File: config.mk
export PLATFORM = sky130hd
export DESIGN_NAME = alu_arbiter
export DESIGN_NICKNAME = d
export VERILOG_FILES = /design/src/rtl/alu_arbiter_pkg.sv /design/src/rtl/alu_arbiter_rr_arb2.sv /design/src/rtl/alu_arbiter.sv
export SDC_FILE = /design/constraint.sdc
export NUM_CORES = 1
export LEC_CHECK = 0
export ABC_AREA = 1
export CAP_MARGIN = 20
export CORE_ASPECT_RATIO = 0.6
export CORE_MARGIN = 5
export CORE_UTILIZATION = 39
export DETAILED_ROUTE_END_ITERATION = 10
export PLACE_DENSITY = 0.76
export SLEW_MARGIN = 40
export SYNTH_ARGS = -nofsm -noshare
export SYNTH_HDL_FRONTEND = slang
export SYNTH_HIERARCHICAL = 1
export SYNTH_SLANG_ARGS = --single-unit
File: constraint.sdc
create_clock -name clk -period 1.9 [get_ports clk]
set_input_delay 0.475 -clock clk [delete_from_list [all_inputs] [get_ports clk]]
set_output_delay 0.475 -clock clk [all_outputs]
set_load 0.1 [all_outputs]
File: src/rtl/alu_arbiter_pkg.sv
// Shared processor-wide constants: ALU opcodes, arbiter state encoding,
// default datapath width. The ALU and control unit import the same package.
package alu_arbiter_pkg;

  localparam int ALU_WIDTH = 16;

  localparam logic [2:0] OP_ADD = 3'b000;
  localparam logic [2:0] OP_SUB = 3'b001;
  localparam logic [2:0] OP_MUL = 3'b010;

  localparam logic [1:0] ST_IDLE = 2'd0;
  localparam logic [1:0] ST_HOLD = 2'd1;
  localparam logic [1:0] ST_RESP = 2'd2;

  // Only add/sub/mul exist; anything else is turned into a harmless add of 0+0.
  function automatic logic op_legal(input logic [2:0] op);
    return (op == OP_ADD) || (op == OP_SUB) || (op == OP_MUL);
  endfunction

endpackage

File: src/rtl/alu_arbiter_rr_arb2.sv
// Two-input round-robin grant. Grant is combinational from the requests;
// last_grant only moves when the granted request is actually accepted.
module rr_arb2 (
  input  logic       clk,
  input  logic       reset,
  input  logic [1:0] req,
  input  logic       accept,
  output logic [1:0] gnt,
  output logic       last_grant
);

  // On a tie the requester that did not win last time gets the grant.
  always_comb begin
    gnt = req;
    if (req[0] && req[1])
      gnt = last_grant ? 2'b01 : 2'b10;
  end

  // Remember the winner; reset to 1 so requester 0 wins the first tie.
  always_ff @(posedge clk) begin
    if (reset)
      last_grant <= 1'b1;
    else if (accept)
      last_grant <= gnt[1];
  end

endmodule

File: src/rtl/alu_arbiter.sv
// Shares one combinational ALU between the control unit (port 0) and the
// address/loop-counter unit (port 1). Operands are held on the ALU buses for
// an opcode-dependent number of cycles (multi-cycle mul path), the result is
// then registered and returned with the requester id.
module alu_arbiter
  import alu_arbiter_pkg::*;
#(
  parameter int WIDTH   = ALU_WIDTH,
  parameter int ADD_LAT = 1,
  parameter int MUL_LAT = 3
) (
  input  logic             clk,
  input  logic             reset,

  input  logic             req0_valid,
  output logic             req0_ready,
  input  logic [2:0]       req0_opcode,
  input  logic [WIDTH-1:0] req0_a,
  input  logic [WIDTH-1:0] req0_b,

  input  logic             req1_valid,
  output logic             req1_ready,
  input  logic [2:0]       req1_opcode,
  input  logic [WIDTH-1:0] req1_a,
  input  logic [WIDTH-1:0] req1_b,

  output logic [WIDTH-1:0] alu_a_bus,
  output logic [WIDTH-1:0] alu_b_bus,
  output logic [2:0]       alu_opcode,
  input  logic [WIDTH-1:0] alu_accumulator,
  input  logic             alu_zero_flag,

  output logic             rsp_valid,
  output logic             rsp_id,
  output logic [WIDTH-1:0] rsp_result,
  output logic             rsp_zero,
  output logic             rsp_err,
  output logic             busy
);

  localparam int LAT_MAX = (ADD_LAT > MUL_LAT) ? ADD_LAT : MUL_LAT;
  localparam int CW      = $clog2(LAT_MAX + 1);

  logic [1:0]       state;
  logic [CW-1:0]    cnt;
  logic             id_q;
  logic             err_q;

  logic [1:0]       gnt;
  logic [1:0]       ready;
  logic             accept;
  logic             last_grant;
  logic             sel;
  logic [2:0]       sel_op;
  logic [WIDTH-1:0] sel_a;
  logic [WIDTH-1:0] sel_b;

  rr_arb2 u_arb (
    .clk        (clk),
    .reset      (reset),
    .req        ({req1_valid, req0_valid}),
    .accept     (accept),
    .gnt        (gnt),
    .last_grant (last_grant)
  );

  // Ready only in IDLE, and only to the single granted (hence valid) requester.
  always_comb begin
    ready  = (state == ST_IDLE) ? gnt : 2'b00;
    accept = |ready;
    sel    = gnt[1];
    sel_op = sel ? req1_opcode : req0_opcode;
    sel_a  = sel ? req1_a      : req0_a;
    sel_b  = sel ? req1_b      : req0_b;
  end

  assign req0_ready = ready[0];
  assign req1_ready = ready[1];
  assign busy       = (state != ST_IDLE);

  // Accept -> hold ALU inputs for LAT cycles -> capture -> one-cycle response.
  // rsp_valid is registered out of RESP, so it lands in the following IDLE
  // cycle where a new request can already be accepted (LAT+2 throughput).
  always_ff @(posedge clk) begin
    if (reset) begin
      state      <= ST_IDLE;
      cnt        <= '0;
      id_q       <= 1'b0;
      err_q      <= 1'b0;
      alu_a_bus  <= '0;
      alu_b_bus  <= '0;
      alu_opcode <= OP_ADD;
      rsp_valid  <= 1'b0;
      rsp_id     <= 1'b0;
      rsp_result <= '0;
      rsp_zero   <= 1'b0;
      rsp_err    <= 1'b0;
    end else begin
      rsp_valid <= (state == ST_RESP);
      case (state)
        ST_IDLE: begin
          if (accept) begin
            id_q  <= sel;
            err_q <= !op_legal(sel_op);
            cnt   <= (sel_op == OP_MUL) ? CW'(MUL_LAT) : CW'(ADD_LAT);
            if (op_legal(sel_op)) begin
              alu_opcode <= sel_op;
              alu_a_bus  <= sel_a;
              alu_b_bus  <= sel_b;
            end else begin
              alu_opcode <= OP_ADD;
              alu_a_bus  <= '0;
              alu_b_bus  <= '0;
            end
            state <= ST_HOLD;
          end
        end
        ST_HOLD: begin
          if (cnt == CW'(1)) begin
            rsp_id     <= id_q;
            rsp_err    <= err_q;
            rsp_result <= err_q ? '0 : alu_accumulator;
            rsp_zero   <= err_q | alu_zero_flag;
            state      <= ST_RESP;
          end else begin
            cnt <= cnt - CW'(1);
          end
        end
        ST_RESP: state <= ST_IDLE;
        default: state <= ST_IDLE;
      endcase
    end
  end

endmodule

Word-level counts from Yosys, hierarchy flattened
Index checks and enable logic that the tools add are counted.
{ "totals": {"register_bits": 62, "input_bits": 91, "out_inout_bits": 58, "wordCells": 53} }
{ "op_classes": {"addsub": 1, "eq_ne": 8, "mux": 17, "n_bitwise": 1, "reduce_logical": 13} }
{ "ops": {"columns": ["operator", "count"], "rows": [
  ["$mux W16", 5],
  ["$mux W2", 8],
  ["$pmux W2 S2", 2],
  ["$mux W3", 2],
  ["$ne A2 B2 Y1 const B", 3],
  ["$reduce_and A2 Y1", 3],
  ["$eq A2 B1 Y1 const B", 2],
  ["$reduce_bool A2 Y1", 2],
  ["$eq A3 B1 Y1 const B", 1],
  ["$eq A3 B2 Y1 const B", 1],
  ["$logic_not A3 Y1", 1],
  ["$reduce_and A3 Y1", 1],
  ["$eq A2 B2 Y1 const B", 1],
  ["$logic_not A2 Y1", 1],
  ["$logic_or A1 B1 Y1", 2],
  ["$reduce_or A2 Y1", 1],
  ["$sub A2 B1 Y2 const B", 1],
  ["$logic_and A1 B1 Y1", 1],
  ["$logic_not A1 Y1", 1],
  ["$or A1 B1 Y1", 1]
]} }

Longest topological paths before layout
{ "logic_depth": {"word_depth": 7, "ltp_mapped": 10, "mapped_depth_nobuf": 9} }

Hierarchy
Netlist, hierarchy kept.
{ "modules_own_cells": {"columns": ["module", "instances", "cells_each", "area_each_um2", "seq_area_each_um2"], "rows": [
  ["alu_arbiter", 1, 394, 2712.6, 1221.2],
  ["rr_arb2", 1, 9, 58.8, 20.0]
]} }

Worst setup path after synthesis
No wires, ideal clock.
{ "synth_timing": {"kind": "reg-to-output", "startpoint": "reg state[1]", "endpoint": "out req1_ready", "arrival_time_ns": 2.504, "required_ns": 1.425, "path_slack_ns": -1.079, "path_stages_with_launch": 4, "cell_sequence": "dfxtp_1 > inv_1 > nand2_1 > nor2_1"} }
{ "synth_between": {"elab_chain_len": 2} }
{ "synth_lines": {"columns": ["item", "line_no", "rtl"], "rows": [
  ["start: declaration", "alu_arbiter.sv:44", "logic [1:0] state;"],
  ["start signal: assignment", "alu_arbiter.sv:86", "state <= ST_IDLE;"],
  ["start signal: assignment", "alu_arbiter.sv:115", "state <= ST_HOLD;"],
  ["start signal: assignment", "alu_arbiter.sv:124", "state <= ST_RESP;"],
  ["$logic_not A2 Y1", "alu_arbiter.sv:69", "ready = (state == ST_IDLE) ? gnt : 2'b00;"],
  ["$mux W2", "alu_arbiter.sv:69", null],
  ["end: declaration", "alu_arbiter.sv:22", "output logic req1_ready,"]
]} }
No other way between the ends.

Worst setup path after layout
{ "layout_timing": {"startpoint": "in req0_valid", "endpoint": "out req0_ready"} }
{ "layout_between": {"elab_chain_len": 3} }
{ "layout_lines": {"columns": ["item", "line_no", "rtl"], "rows": [
  ["start: declaration", "alu_arbiter.sv:15", "input logic req0_valid,"],
  ["$logic_and A1 B1 Y1", "alu_arbiter_rr_arb2.sv:15", "if (req[0] && req[1])"],
  ["$mux W2 (*)", "alu_arbiter_rr_arb2.sv:15", null],
  ["named net gnt[0]", "alu_arbiter.sv:49", "logic [1:0] gnt;"],
  ["$mux W2 (*)", "alu_arbiter.sv:69", null],
  ["end: declaration", "alu_arbiter.sv:16", "output logic req0_ready,"]
]} }
The timed path passes the listed nets; every way through them passes the cells marked *.

==> results_dict.tcl <==
set metrics [dict create \
    endpoint_kind "primary output" \
    mostFrequentLayoutCells "nand2_1, clkdlybuf4s50_1, dfxtp_1, buf_12, a21oi_1" \
    die-area_sq_um 8950 \
    worst_slack_ps 80.4 \
    hpwl_um 7040 \
    ant_nets 0 \
    clk_pin_slew_ps 50 \
    pin_count 149 \
    finalInstanceArea_sq_um 5260 \
    hold_violations 0 \
    start_util_pct 40.8 \
    fp.dieH_um 75.3 \
    clock_skew_ps 4.36 \
    clock.fmax_mhz 550 \
    grt_first_pass_wirelength_um 14900 \
    die-width_um 119 \
    cts_max_level 3 \
    detailed_place.area_sq_um 4980 \
    power.leakage_nw 2.18 \
    reg2reg_to "alu_a_bus[3]$_SDFFE_PP0P_" \
    syn_avg_cell_area_sq_um 6.88 \
    critPathKind "in -> out" \
    row_count 23 \
    num_vias 3093 \
    dp_slack_ps -322 \
    max_stage_delay_ps 260 \
    drt-initial-drc-count 199 \
    nNetsFinal 645 \
    cp_data_required_time_ps 1420 \
    syn_inst 403 \
    period_share_pct 95.8 \
    synth_nets 495 \
    synth-seq-cells 62 \
    critPathMaxFanout 2 \
    clk_path_buf_depth 2 \
    final_common_cell "nand2_1" \
    post-route-util_pct 77.4 \
    io_buffers 148 \
    worst_pin_slew_ps 417 \
    setup_tns_ps 0 \
    power.density_nw_per_um2 892 \
    crit_arrival_ps 1340 \
    fin_crit_ps 1820 \
    antenna_found_initial 1 \
    ys_seq_area_share_pct 44.8 \
    grt_max_degree 34 \
    crit_chain "dlygate4sd2_1 -> a21boi_2 -> inv_1 -> nor2_4 -> buf_12" \
    hold_path_class "reg -> reg" \
    cts_root_buffer "clkbuf_16" \
    gp_congestion 0.784 \
    cpMaxStageDelayCell "dlygate4sd2_1" \
    hp-start "state[0]$_SDFFE_PP0P_" \
    grt_overflow_total 0 \
    status "complete, no violations" \
    track_usage_pct 21.0 \
    timing.rr.start "u_arb/last_grant$_SDFFE_PP1P_" \
    cts_hold_buf 0 \
    maxCapViolations 0 \
    ys_types 23 \
    numCtsBuffers 9 \
    clkLatencyLatePin_ps 320 \
    first_global_vias 2961 \
    crit_buf_inv 3 \
    ys_warn_count 6 \
    cts_tree "yes" \
    drc 0 \
    drive_above_1_share_pct 19.2 \
    r2r_cells 7 \
    clock-sinks 62 \
    rsz0062_at_grt "false" \
    finalPower_mw 4.69 \
    hold_depth 1 \
    wl_per_cell_um 14.4 \
    min_to "rsp_valid$_SDFF_PP0_" \
    vias_per_cell 4.79 \
    final-max-slew-violation-count 0 \
    crit_path_start_kind "primary input" \
    crit_family "buffers and inverters" \
    ir_drop_v 0.000613 \
    syn-cell-area_sq_um 2770 \
    r2r_slack_ps 200 \
    drt_pass1_iterations 4 \
    area_growth_pct 89.8 \
    slew-limit-headroom_pct 72.1 \
    setup_viol 0 \
    core_sq_um 6790 \
    drt_wl_total_um 9300 \
]
-- synth_stat cells (all sizes together) --
library cell    n  area (sq um)
a211oi          1          12.5
a21boi          1          7.51
a21oi          55           275
and2            1          6.26
buf            16           121
clkbuf         10          37.5
dfxtp          62          1240
ha              1          12.5
inv            15          58.8
nand2         184           701
nand3          38           190
nor2           13          71.3
nor3            1          5.00
o211ai          1          7.51
o21ai           4          23.8
-- sequential cells by signal, summed over array words and instances (netlist names) --
signal / flops
alu_a_bus: 16
alu_b_bus: 16
alu_opcode: 3
cnt: 2
err_q: 1
id_q: 1
rsp_err: 1
rsp_id: 1
rsp_result: 16
rsp_valid: 1
rsp_zero: 1
state: 2
u_arb/last_grant: 1
-- worst max-delay path by stage --
| stage | start | endpoint | slack, ps | cells past startpoint |
|---|---|---|---|---|
| final | req0_valid | req0_ready | 80 | 5 |
| after global routing | u_arb/last_grant$_SDFFE_PP1P_ | req0_ready | 40 | 5 |
| after CTS | req0_valid | req0_ready | 90 | 5 |
| after detailed placement | req0_valid | alu_a_bus[3]$_SDFFE_PP0P_ | -320 | 7 |
| after global placement | req0_valid | alu_b_bus[10]$_SDFFE_PP0P_ | -240 | 7 |
| after floorplan | req0_valid | req1_ready | -30 | 6 |
-- through the flow --
| step | hold slack (ps) | cells |
|---|---|---|
| after detailed placement | 483 | 628 |
| after floorplan | 443 | 403 |
| after CTS | 485 | 645 |
| after global placement | 470 | 628 |
| final | 484 | 646 |
| after global routing | 517 | 646 |
-- logic make-up after synthesis --
| family | Yosys count | share of synthesized area [%] |
|---|---|---|
| buf+inv | 41 | 7.86 |
| fa+ha+maj | 1 | 0.451 |
| simple gates | 237 | 35.1 |
| compound gates | 62 | 11.8 |
| flops | 62 | 44.8 |
-- layer usage --
layer  global-route usage [%]  share of wire [%]  vias up
met5                        0                  0        -
met4                     6.16                1.0        0
met1                     25.8                 44     1388
met2                     34.8                 48      111
met3                     8.23                7.9        9
li1                         -                  -     1585
-- report_power, final --
group | switching, mW | leakage [nW] | internal, mW
combinational | 1.06 | 1.54 | 0.678
sequential | 0.0982 | 0.504 | 1.40
clock | 0.545 | 0.132 | 0.910
-- layout make-up --
class / instances / area [sq um]
Antenna cell: 1 / 2.50
Inverter: 15 / 61.3
Sequential cell: 62 / 1240
Fill cell: 480 / 1530
Tap cell: 87 / 109
Clock buffer: 12 / 246
Multi-Input combinational cell: 300 / 1340
Timing Repair Buffer: 165 / 2230
Clock inverter: 4 / 22.5
-- repair_timing --
item                       CTS  global route
setup endpoints to repair    2             0
resized for setup            3             0
setup buffers                1             0
Power figures use the tool's default switching activity.
